`src/rtl/deskew_pkg.sv`:
```
`default_nettype none
// +--------------------------------------------------------------------------+
// | deskew_pkg: shared one-hot state codes, default sizes and width helper.  |
// | Revision: 1.0                                                            |
// +--------------------------------------------------------------------------+
package deskew_pkg;

  localparam int c_DEFAULT_N_LANES  = 20;
  localparam int c_DEFAULT_MAX_SKEW = 16;

  localparam int c_STATE_W = 5;
  localparam logic [c_STATE_W-1:0] c_ST_IDLE    = 5'b00001;
  localparam logic [c_STATE_W-1:0] c_ST_SCAN    = 5'b00010;
  localparam logic [c_STATE_W-1:0] c_ST_PROGRAM = 5'b00100;
  localparam logic [c_STATE_W-1:0] c_ST_DONE    = 5'b01000;
  localparam logic [c_STATE_W-1:0] c_ST_ERROR   = 5'b10000;

  // One extra bit so an out-of-range count (== MAX_SKEW) stays representable.
  function automatic int f_count_width(input int max_skew);
    return $clog2(max_skew) + 1;
  endfunction

endpackage
`default_nettype wire

```
`src/rtl/deskew_stall_timer.sv`:
```
`default_nettype none
// +--------------------------------------------------------------------------+
// | deskew_stall_timer: counts stalled write cycles, flags the LIMIT-th one. |
// | Revision: 1.0                                                            |
// +--------------------------------------------------------------------------+
module deskew_stall_timer #(
  parameter int LIMIT = 15
) (
  input  logic i_clock,
  input  logic i_reset,
  input  logic i_clear,
  input  logic i_inc,
  output logic o_expired
);

  localparam int NB = $clog2(LIMIT + 1);
  localparam logic [NB-1:0] c_LAST = NB'(LIMIT - 1);

  logic [NB-1:0] r_count;

  always_ff @(posedge i_clock) begin
    if (i_reset || i_clear) begin
      r_count <= '0;
    end else if (i_inc) begin
      r_count <= r_count + NB'(1);
    end
  end

  assign o_expired = i_inc && (r_count == c_LAST);

endmodule
`default_nettype wire

```
`src/rtl/deskew_delay_programmer.sv`:
```
`default_nettype none
// +--------------------------------------------------------------------------+
// | deskew_delay_programmer: snapshots lane counters, finds the max, then    |
// | programs each lane FIFO delay. Optional macro: DESKEW_PROG_TIMEOUT_EN.   |
// | Revision: 1.0                                                            |
// +--------------------------------------------------------------------------+
module deskew_delay_programmer
  import deskew_pkg::*;
#(
  parameter int N_LANES     = c_DEFAULT_N_LANES,
  parameter int MAX_SKEW    = c_DEFAULT_MAX_SKEW,
  parameter int NB_COUNT    = f_count_width(MAX_SKEW),
  parameter int NB_LANE_ID  = $clog2(N_LANES),
  parameter int ACK_TIMEOUT = 15
) (
  input  logic                        i_clock,
  input  logic                        i_reset,
  input  logic                        i_enable,
  input  logic                        i_resync,
  input  logic                        i_set_fifo_delay,
  input  logic [N_LANES*NB_COUNT-1:0] i_lane_counters,
  input  logic                        i_wr_ready,
  output logic                        o_wr_valid,
  output logic [NB_LANE_ID-1:0]       o_wr_lane,
  output logic [NB_COUNT-1:0]         o_wr_delay,
  output logic [NB_COUNT-1:0]         o_max_skew,
  output logic                        o_busy,
  output logic                        o_program_done,
  output logic                        o_program_error
);

  localparam logic [NB_LANE_ID-1:0] c_LAST_LANE = NB_LANE_ID'(N_LANES - 1);
  localparam logic [NB_COUNT-1:0]   c_SKEW_LIM  = NB_COUNT'(MAX_SKEW);

  logic [c_STATE_W-1:0]  r_state;
  logic [c_STATE_W-1:0]  w_state_next;
  logic [NB_COUNT-1:0]   r_snap [N_LANES];
  logic [NB_COUNT-1:0]   r_max;
  logic [NB_COUNT-1:0]   r_max_skew;
  logic [NB_LANE_ID-1:0] r_idx;

  logic                  w_abort;
  logic                  w_trigger;
  logic                  w_in_program;
  logic                  w_xfer;
  logic                  w_last;
  logic                  w_timeout;
  logic [NB_COUNT-1:0]   w_cur;
  logic [NB_COUNT-1:0]   w_max_next;

  assign w_abort      = i_reset || i_resync;
  assign w_trigger    = i_set_fifo_delay && i_enable;
  assign w_in_program = (r_state == c_ST_PROGRAM);
  assign w_xfer       = w_in_program && i_enable && i_wr_ready;
  assign w_last       = (r_idx == c_LAST_LANE);
  assign w_cur        = r_snap[r_idx];
  assign w_max_next   = (w_cur > r_max) ? w_cur : r_max;

`ifdef DESKEW_PROG_TIMEOUT_EN
  logic w_stall_inc;
  logic w_stall_clear;

  assign w_stall_inc   = w_in_program && i_enable && !i_wr_ready;
  assign w_stall_clear = !w_in_program || w_xfer;

  deskew_stall_timer #(
    .LIMIT (ACK_TIMEOUT)
  ) u_stall_timer (
    .i_clock   (i_clock),
    .i_reset   (w_abort),
    .i_clear   (w_stall_clear),
    .i_inc     (w_stall_inc),
    .o_expired (w_timeout)
  );
`else
  // Constant false; the reference keeps the parameter live in this build.
  assign w_timeout = (ACK_TIMEOUT < 0);
`endif

  always_ff @(posedge i_clock) begin
    if (w_abort) begin
      r_state <= c_ST_IDLE;
    end else begin
      r_state <= w_state_next;
    end
  end

  always_comb begin
    w_state_next = r_state;
    case (r_state)
      c_ST_IDLE, c_ST_DONE, c_ST_ERROR: begin
        if (w_trigger) w_state_next = c_ST_SCAN;
      end
      c_ST_SCAN: begin
        if (i_enable && w_last) begin
          w_state_next = (w_max_next >= c_SKEW_LIM) ? c_ST_ERROR : c_ST_PROGRAM;
        end
      end
      c_ST_PROGRAM: begin
        if (w_xfer && w_last) begin
          w_state_next = c_ST_DONE;
        end else if (w_timeout) begin
          w_state_next = c_ST_ERROR;
        end
      end
      default: w_state_next = c_ST_IDLE;
    endcase
  end

  always_comb begin
    o_busy          = (r_state == c_ST_SCAN) || w_in_program;
    o_program_done  = (r_state == c_ST_DONE);
    o_program_error = (r_state == c_ST_ERROR);
    o_wr_valid      = w_in_program && i_enable;
    o_wr_lane       = w_in_program ? r_idx : '0;
    o_wr_delay      = w_in_program ? (r_max - w_cur) : '0;
  end

  assign o_max_skew = r_max_skew;

  always_ff @(posedge i_clock) begin
    if (w_abort) begin
      r_idx      <= '0;
      r_max      <= '0;
      r_max_skew <= '0;
      for (int k = 0; k < N_LANES; k++) r_snap[k] <= '0;
    end else if (i_enable) begin
      case (r_state)
        c_ST_IDLE, c_ST_DONE, c_ST_ERROR: begin
          if (i_set_fifo_delay) begin
            r_idx <= '0;
            r_max <= '0;
            for (int k = 0; k < N_LANES; k++) begin
              r_snap[k] <= i_lane_counters[k*NB_COUNT +: NB_COUNT];
            end
          end
        end
        c_ST_SCAN: begin
          r_max <= w_max_next;
          if (w_last) begin
            r_idx      <= '0;
            r_max_skew <= w_max_next;
          end else begin
            r_idx <= r_idx + NB_LANE_ID'(1);
          end
        end
        c_ST_PROGRAM: begin
          if (w_xfer) r_idx <= w_last ? '0 : r_idx + NB_LANE_ID'(1);
        end
        default: ;
      endcase
    end
  end

endmodule
`default_nettype wire

```
`config.mk`:
```
export PLATFORM = sky130hd
export DESIGN_NAME = deskew_delay_programmer
export DESIGN_NICKNAME = d
export VERILOG_FILES = /design/src/rtl/deskew_pkg.sv /design/src/rtl/deskew_stall_timer.sv /design/src/rtl/deskew_delay_programmer.sv
export SDC_FILE = /design/constraint.sdc
export NUM_CORES = 1
export LEC_CHECK = 0
export ABC_AREA = 0
export CELL_PAD_IN_SITES_DETAIL_PLACEMENT = 0
export CELL_PAD_IN_SITES_GLOBAL_PLACEMENT = 1
export CORE_MARGIN = 2
export CORE_UTILIZATION = 41
export DETAILED_ROUTE_END_ITERATION = 12
export HOLD_SLACK_MARGIN = 0.06
export PLACE_DENSITY_LB_ADDON = 0.1
export SLEW_MARGIN = 20
export SYNTH_ARGS = -nofsm -noshare
export SYNTH_HDL_FRONTEND = slang
export SYNTH_HIERARCHICAL = 1
export SYNTH_SLANG_ARGS = --single-unit
```
`constraint.sdc`:
```
create_clock -name i_clock -period 5.7 [get_ports i_clock]
set_input_delay 1.14 -clock i_clock [delete_from_list [all_inputs] [get_ports i_clock]]
set_output_delay 1.14 -clock i_clock [all_outputs]
set_load 0.01 [all_outputs]
```
# == Yosys cells after proc, flatten, opt, wreduce, memory -nomap -nowiden ==
# Memories as Yosys holds them, arrays and structs flattened. A register that Yosys moved wholly into a read port is not among the register bits.
# Cells that the tools add are included.
# totals
ff_bits,20
ramBits,100
output_inout_bits,19
wordCells,96
memories,1
# op_classes
n_addsub,2
order_cmp,2
n_eq_ne,11
mux,42
n_bitwise,20
reduce_logical,14
# memory_table
name,depth,word_bits,rd,rd_clocked_by_memory_dff,write_ports,line,rtl
r_snap,20,5,1,1,20,deskew_delay_programmer.sv:37,logic [NB_COUNT-1:0] r_snap [N_LANES];
# op_table
operator,n
two-way mux 5 bit,32
one-hot mux 5 bit (3 select lines),2
OR 1 bit,20
"equality test 5 bit, second input constant",2
one-hot mux 5 bit (2 select lines),1
AND reduction 3 bit,3
two-way mux 1 bit,7
"inequality test 2 bit, second input constant",3
"adder 5 x 1 -> 5 bit, second input constant",1
"equality test 5 x 1 -> 1 bit, second input constant",1
"equality test 5 x 2 -> 1 bit, second input constant",1
"equality test 5 x 3 -> 1 bit, second input constant",1
"equality test 5 x 4 -> 1 bit, second input constant",1
">= comparator 5 bit, second input constant",1
greater-than comparator 5 bit,1
logical AND 1 bit,5
subtractor 5 bit,1
"inequality test 2 x 1 -> 1 bit, second input constant",2
AND reduction 4 bit,1
nonzero test 3 bit,1
OR reduction 3 bit,1
logical OR 1 bit,2
nonzero test 2 bit,1

# == Logic depth before layout (Yosys ltp) ==
# Gate-level depths: netlist of the first run.
# logic_depth
depth_word,7
ltp_mapped,13
mapped_depth_nobuf,11

# == Least setup slack after synthesis of the first run ==
# Ideal clock, no wire load.
# synth_path
kind,in2reg
start,in i_set_fifo_delay
end,reg r_max[0]
arrival_ps,4415
required_time_ps,5640
setup_slack_ps,1225
stages,5
n_path_buf,0
path_cell_list,and2_1 o2111ai_1 nand2_1 a31oi_1 a22o_1
# synth_via
elab_chain_cells,2
# synth_lines
item,line,rtl
start: declaration,deskew_delay_programmer.sv:20,"input logic i_set_fifo_delay,"
inequality test 2 bit (no source line),--,
AND reduction 3 bit (no source line),--,
end signal: assignment,deskew_delay_programmer.sv:139,r_max <= w_max_next;
end: declaration,deskew_delay_programmer.sv:38,logic [NB_COUNT-1:0] r_max;
# Every way passes these cells.
# A chain may end at the register's enable or synchronous reset.

==> metrics.txt, run 1 <==
Peak VDD IR=0.0002322 V; status=finished, final reports clean; Internal Dissipation=1.881 mW; Die W=around 130 um; Hold Buf Count CTS=0; Final #Nets=699; Hold Path Class=flip-flop to flip-flop; clk_lat worst skew=410 ps; max_slew headroom=35.82%; fin worst setup slack=461.0 ps; top area cells in the synthesized netlist=edfxtp_1 50%, and2_1 11%, dfxtp_1 8.3%, mux4_2 3.4%, mux2i_1 2.7%; Critical R2R Capture=r_max[3]; CTS tree=built; crit-path max FO=18; clock skew=5.030 ps; Rows=44; FF-to-FF setup slack=1790 ps; Distinct cells, synth=61; sum of negative setup slack=0 ps; EDFF count, synth=100; Tightest Pin Transition=960.4 ps; CTS Sinks=125; Ports=roughly 130; leading area contributor after synthesis=edfxtp_1; critical path endpoint category=primary output; syn_nets=574; Port Buf Inserts=124; fin area=~8000 um2; Vias/cell=around 5.2; drt initial violations=roughly 230; post_cts resized=0; sequential-to-total area share from yosys stat=58.35%; Placement Setup Slack=between 800 and 900 ps; DR vias=4,041; fraction of final layout cells sized beyond drive strength 1=a little under a tenth; Clk pwr share=47.3%; drt first pass iters=5; overall power=2.325 mW; Die Span Y=125.0 um; Worst Path Arrival=about 4100 ps; ANT nets after route=0; largest net degree at the start of global routing=56; Routed WL per cell=16.86 um; RSZ-0062 raised after global routing=false; post-synthesis async set-or-reset flop share=0%; Logic pwr share=7.7%; WP data required=4560 ps; Syn Inst Count=461; HPWL after DPL=9453 um; Sw Ratio=19.11%; Synth Warn #=6; first-pass GRT wire length=21,250 um; placed insts=about 750; crit share post-route=91.91%; min Tclk post-route=approximately 5200 ps; number of global-route vias before repair=between 4,000 and 5,000; htree depth=4; all-layer global routing usage=17.57%; final hold vios=0; root buf cell=clkbuf_16; Crit path top cell by count=o31ai_1; Cell Pwr Density=just under 300 nW/um2; RePlAce Congestion=0.8172; Flop pwr share=45.0%; final core utilization=55.45%; Max Cap Violations=0; Clock Tree Buf Depth=2; Synth Area per Inst=13.02 um2; kind of critical path=flip-flop to primary output; Yosys top cell area share=around 50%; Leak Pwr=2.996 nW; slowest CP cell=dfxtp_1; fmax=190.9 MHz; final setup fails=0; initial antenna violation count=0; critical path launch point type=flip-flop; Initial Util=41.63%; Worst-path clk slew=around 50 ps; CTS Buf Count=17; top_reg_cell synth=edfxtp_1; Seq cells post-synth=between 100 and 150; WL final=~13,000 um; Worst path max stage delay=880 ps; die area=15,630 um2; worst hold slack=498.0 ps; Ant. Diodes=0; fin. max-slew vios=0; Mapped Area=about 6000 um2; Post-CTS Setup Inserts=0; reg2reg path depth=11; Congestion Overflow GR=0; filler-free cell count of the finished design=between 700 and 800; commonest non-fill, non-tap cells in the layout=124 x clkdlybuf4s50_1, 105 x and2_1, 100 x edfxtp_1, 24 x dfxtp_1, 20 x nor2_1; P&R area growth vs syn=33.19%; CP endpoint=o_wr_delay[3]; area post-placement=about 7400 um2; net switching power=0.4443 mW; DRC Markers=0; crit path cell chain=nor2_1 -> a22o_1 -> o31ai_1 -> or2_4 -> inv_1 -> ha_1 -> nor2b_1 -> o31ai_1 -> nand2_1 -> a21oi_1 -> clkdlybuf4s50_1; leading cell type in the layout, fill and taps excluded=clkdlybuf4s50_1; core area=14,420 um2
## synthesized netlist by cell type, types with 5 or more instances
| master | count |
|---|---|
| a211oi_1 | 6 |
| a21oi_1 | 9 |
| a22o_1 | 9 |
| and2_1 | 105 |
| and3_1 | 7 |
| clkbuf_1 | 12 |
| dfxtp_1 | 25 |
| edfxtp_1 | 100 |
| ha_1 | 6 |
| inv_1 | 5 |
| mux2i_1 | 16 |
| mux4_1 | 5 |
| mux4_2 | 9 |
| nand2_1 | 16 |
| nand2b_1 | 5 |
| nand3_1 | 5 |
| nor2_1 | 20 |
| nor2b_1 | 9 |
| nor3_1 | 5 |
| nor4_1 | 6 |
| o21ai_0 | 5 |
| xor2_1 | 7 |
## layout make-up
| class | instances | area, um2 |
|---|---|---|
| Fill cell | 1233 | 6426 |
| Sequential cell | 125 | 3505 |
| Clock buffer | 26 | 509.2 |
| Clock inverter | 6 | 106.4 |
| Multi-Input combinational cell | 308 | 2350 |
| Tap cell | 184 | 230.2 |
| Timing Repair Buffer | 129 | 1279 |
| Inverter | 5 | 18.77 |
## registers in the layout (all words and copies together) (netlist names), named ones only
signal	cells
r_state	5
o_max_skew	5
r_max	5
r_snap	100
r_idx	5
## power groups by stage
stage / clock, mW / sequential (mW) / combinational, mW
final: 1.10 / 1.05 / 0.179
after global routing: 1.16 / 1.05 / 0.194
after CTS: 1.12 / 1.05 / 0.180
after detailed placement: 0 / 1.06 / 0.179
after global placement: 0 / 1.07 / 0.178
after floorplan: 0 / 1.06 / 0.0841
## worst min-delay path by stage
| stage | start | to | slack [ps] | cells past startpoint |
|---|---|---|---|---|
| after floorplan | r_max[0] | r_max[0] | 450 | 1 |
| after global placement | r_max[0] | r_max[0] | 460 | 1 |
| after detailed placement | r_max[2] | r_max[2] | 490 | 1 |
| after CTS | r_max[4] | r_max[4] | 500 | 1 |
| after global routing | r_max[2] | r_max[2] | 510 | 1 |
| final | r_max[0] | r_max[0] | 500 | 1 |
## cell families after synthesis
logic type	share of synthesized area (%)
muxes	8.418
AOI/OAI and AO/OA	8.272
and+or+nand+nor	19.63
DFF	58.35
xor gates and xnor gates	1.021
adders and majority gates	1.584
buffers and inverters	2.730
## routing by layer
layer	track usage [%]	part of all wire (%)	wire (um)	vias up
li1	-	-	-	1968
met1	23.37	45	5954	1941
met2	28.39	49	6436	119
met3	4.664	5.1	670	13
met4	5.490	1.1	142	0
met5	0	0	0	-
## worst max-delay path, delay by kind of cell, from the launching register on
family	cells	cell delay [ps]
compound gates	4	1230
flops	1	880
simple gates	4	710
buf+inv	2	590
fa+ha+maj	1	270
No activity file was read; power rests on OpenSTA's default activity.
==> run 2: changes to the inputs <==
--- a/config.mk
+++ b/config.mk
@@ -12,7 +12,7 @@
 export CORE_UTILIZATION = 41
 export DETAILED_ROUTE_END_ITERATION = 12
 export HOLD_SLACK_MARGIN = 0.06
-export PLACE_DENSITY_LB_ADDON = 0.1
+export PLACE_DENSITY = 0.86
 export SLEW_MARGIN = 20
 export SYNTH_ARGS = -nofsm -noshare
 export SYNTH_HDL_FRONTEND = slang
==> metrics.txt, run 2 (synthesis results as in run 1) <==
status=finished, final reports clean (unchanged); drt initial violations=399 (was 228); Die W=125.0 um (unchanged); Placement Setup Slack=1057 ps (was 857.0 ps); Worst-path clk slew=50 ps (about the same); WL final=13,350 um (was 13,200 um); area occupied by multi-input gates=2350 um2 (unchanged); crit path cell chain=buf_4 -> mux4_2 -> nand2_1 -> o31ai_1 -> or2_4 -> inv_1 -> ha_1 -> nor2b_1 -> o31ai_1 -> nand2_1 -> a21oi_1 -> clkdlybuf4s50_1 (was nor2_1 -> a22o_1 -> o31ai_1 -> or2_4 -> inv_1 -> ha_1 -> nor2b_1 -> o31ai_1 -> nand2_1 -> a21oi_1 -> clkdlybuf4s50_1); Seq. cell area=3505 um2 (unchanged); CTS tree=built (unchanged); fmax=196.2 MHz (was 190.9 MHz); largest net degree at the start of global routing=82 (was 56); die area=15,630 um2 (unchanged); Worst Path Arrival=3960 ps (was 4100 ps); clk_lat worst skew=420 ps (was 410 ps); Largest register FFs=100 (unchanged); ANT nets after route=0 (unchanged); post_cts resized=0 (unchanged); HPWL after DPL=9720 um (was 9453 um); htree depth=4 (unchanged); final setup fails=0 (unchanged); min Tclk post-route=5097 ps (was 5239 ps); Clock Tree Buf Depth=2 (unchanged); Hold Path Class=flip-flop to flip-flop (unchanged); Peak VDD IR=0.0002314 V (was 0.0002322 V); fraction of final layout cells sized beyond drive strength 1=9.015% (was 9.516%); all-layer global routing usage=17.16% (was 17.57%); Ant. Diodes=0 (unchanged); CTS Sinks=125 (unchanged); critical path endpoint category=primary output (unchanged); RSZ-0062 raised after global routing=false (unchanged); fin. max-slew vios=0 (unchanged); Tightest Pin Transition=995.9 ps (was 960.4 ps); Leak Pwr=2.974 nW (was 2.996 nW); clock skew=7.541 ps (was 5.030 ps); Die Span Y=125.0 um (unchanged); RePlAce Congestion=0.8228 (was 0.8172); WP data required=4560 ps (about the same); core area=14,420 um2 (unchanged); max_slew headroom=33.61% (was 35.82%); number of global-route vias before repair=3,960 (was 4,091); initial antenna violation count=0 (unchanged); Ports=125 (unchanged); leading cell type in the layout, fill and taps excluded=clkdlybuf4s50_1 (unchanged); Biggest register=r_snap (unchanged); drt first pass iters=5 (unchanged); crit-path max FO=23 (was 18); DRC Markers=0 (unchanged); slowest CP cell=dfxtp_2 (was dfxtp_1); Final #Nets=700 (was 699); worst hold slack=484.8 ps (was 498.0 ps); Initial Util=41.63% (unchanged); first-pass GRT wire length=20,620 um (was 21,250 um); critical path launch point type=flip-flop (unchanged); Routed WL per cell=17.05 um (was 16.86 um); Cell Pwr Density=284.5 nW/um2 (was 290.7 nW/um2); Congestion Overflow GR=0 (unchanged); commonest non-fill, non-tap cells in the layout=124 x clkdlybuf4s50_1, 105 x and2_1, 100 x edfxtp_1, 24 x dfxtp_1, 20 x nor2_1 (unchanged); sum of negative setup slack=0 ps (unchanged); fin worst setup slack=603.1 ps (was 461.0 ps); final hold vios=0 (unchanged); # fillers=1,208 (was 1,233); kind of critical path=flip-flop to primary output (unchanged); Port Buf Inserts=124 (unchanged); Post-CTS Setup Inserts=0 (unchanged); Vias/cell=5.135 (was 5.161); DR vias=4,021 (was 4,041); root buf cell=clkbuf_16 (unchanged); Rows=44 (unchanged); P&R area growth vs syn=32.44% (was 33.19%); crit share post-route=89.42% (was 91.91%); CTS Buf Count=17 (unchanged); Max Cap Violations=0 (unchanged); Worst path max stage delay=640 ps (was 880 ps); Hold Buf Count CTS=0 (unchanged)
run 2: cell types whose count changed in the layout (fill, tap and decap cells not counted), sizes merged:
| cell | change |
|---|---|
| clkbuf | -5 |
| buf | +1 |
| clkinv | +4 |
run 2: final timing paths:
check,end,slack (ps),from,depth (start not counted)
setup / recovery,o_wr_delay[3],600,flip-flop,12
hold / removal,r_max[4],480,r_max[4],1
setup reg to reg,r_max[0],1960,flip-flop,12
hold reg to reg,r_max[4],480,r_max[4],1
run 2: power breakdown:
part           switching (mW)  leakage (nW)  total (mW)  internal (mW)
clock network           0.360         0.271        1.04          0.675
logic                  0.0736          1.37       0.179          0.106
registers              0.0159          1.33        1.05           1.03
total                   0.450          2.97        2.26           1.81
run 2: worst max-delay path: cells and delay by family, from the launching register on:
| family | cells | cell delay (ps) |
|---|---|---|
| compound gates | 3 | 680 |
| flops | 1 | 640 |
| simple gates | 4 | 600 |
| buf+inv | 3 | 1030 |
| mux | 1 | 360 |
| fa+ha+maj | 1 | 220 |
run 2: final cells by class:
| cell class | count | share of cell area [%] |
|---|---|---|
| timing repair buffer | 130 | 16.17 |
| tap | 184 | 2.895 |
| inverter | 5 | 0.2360 |
| multi-input combinational | 308 | 29.55 |
| clock inverter | 10 | 1.542 |
| clock buffer | 21 | 5.538 |
| sequential | 125 | 44.07 |
run 2: metrics by stage:
step	power (mW)	util (%)	cells	instance area, um2
2_1_floorplan	1.144	-	461	6005
3_5_place_dp	1.246	51.23	752	7390
5_1_grt	2.337	55.14	783	7953
6_report	2.263	55.14	783	7953
3_3_place_gp	1.244	51.23	752	7390
4_1_cts	2.280	55.14	783	7953
run 2: metal layers:
layer | global-route usage, % | up-vias | share of wire [%]
li1 | - | 1974 | -
met1 | 23.42 | 1899 | 45
met2 | 26.66 | 126 | 47
met3 | 3.680 | 22 | 4.9
met4 | 7.451 | 0 | 2.1
met5 | 0 | - | 0
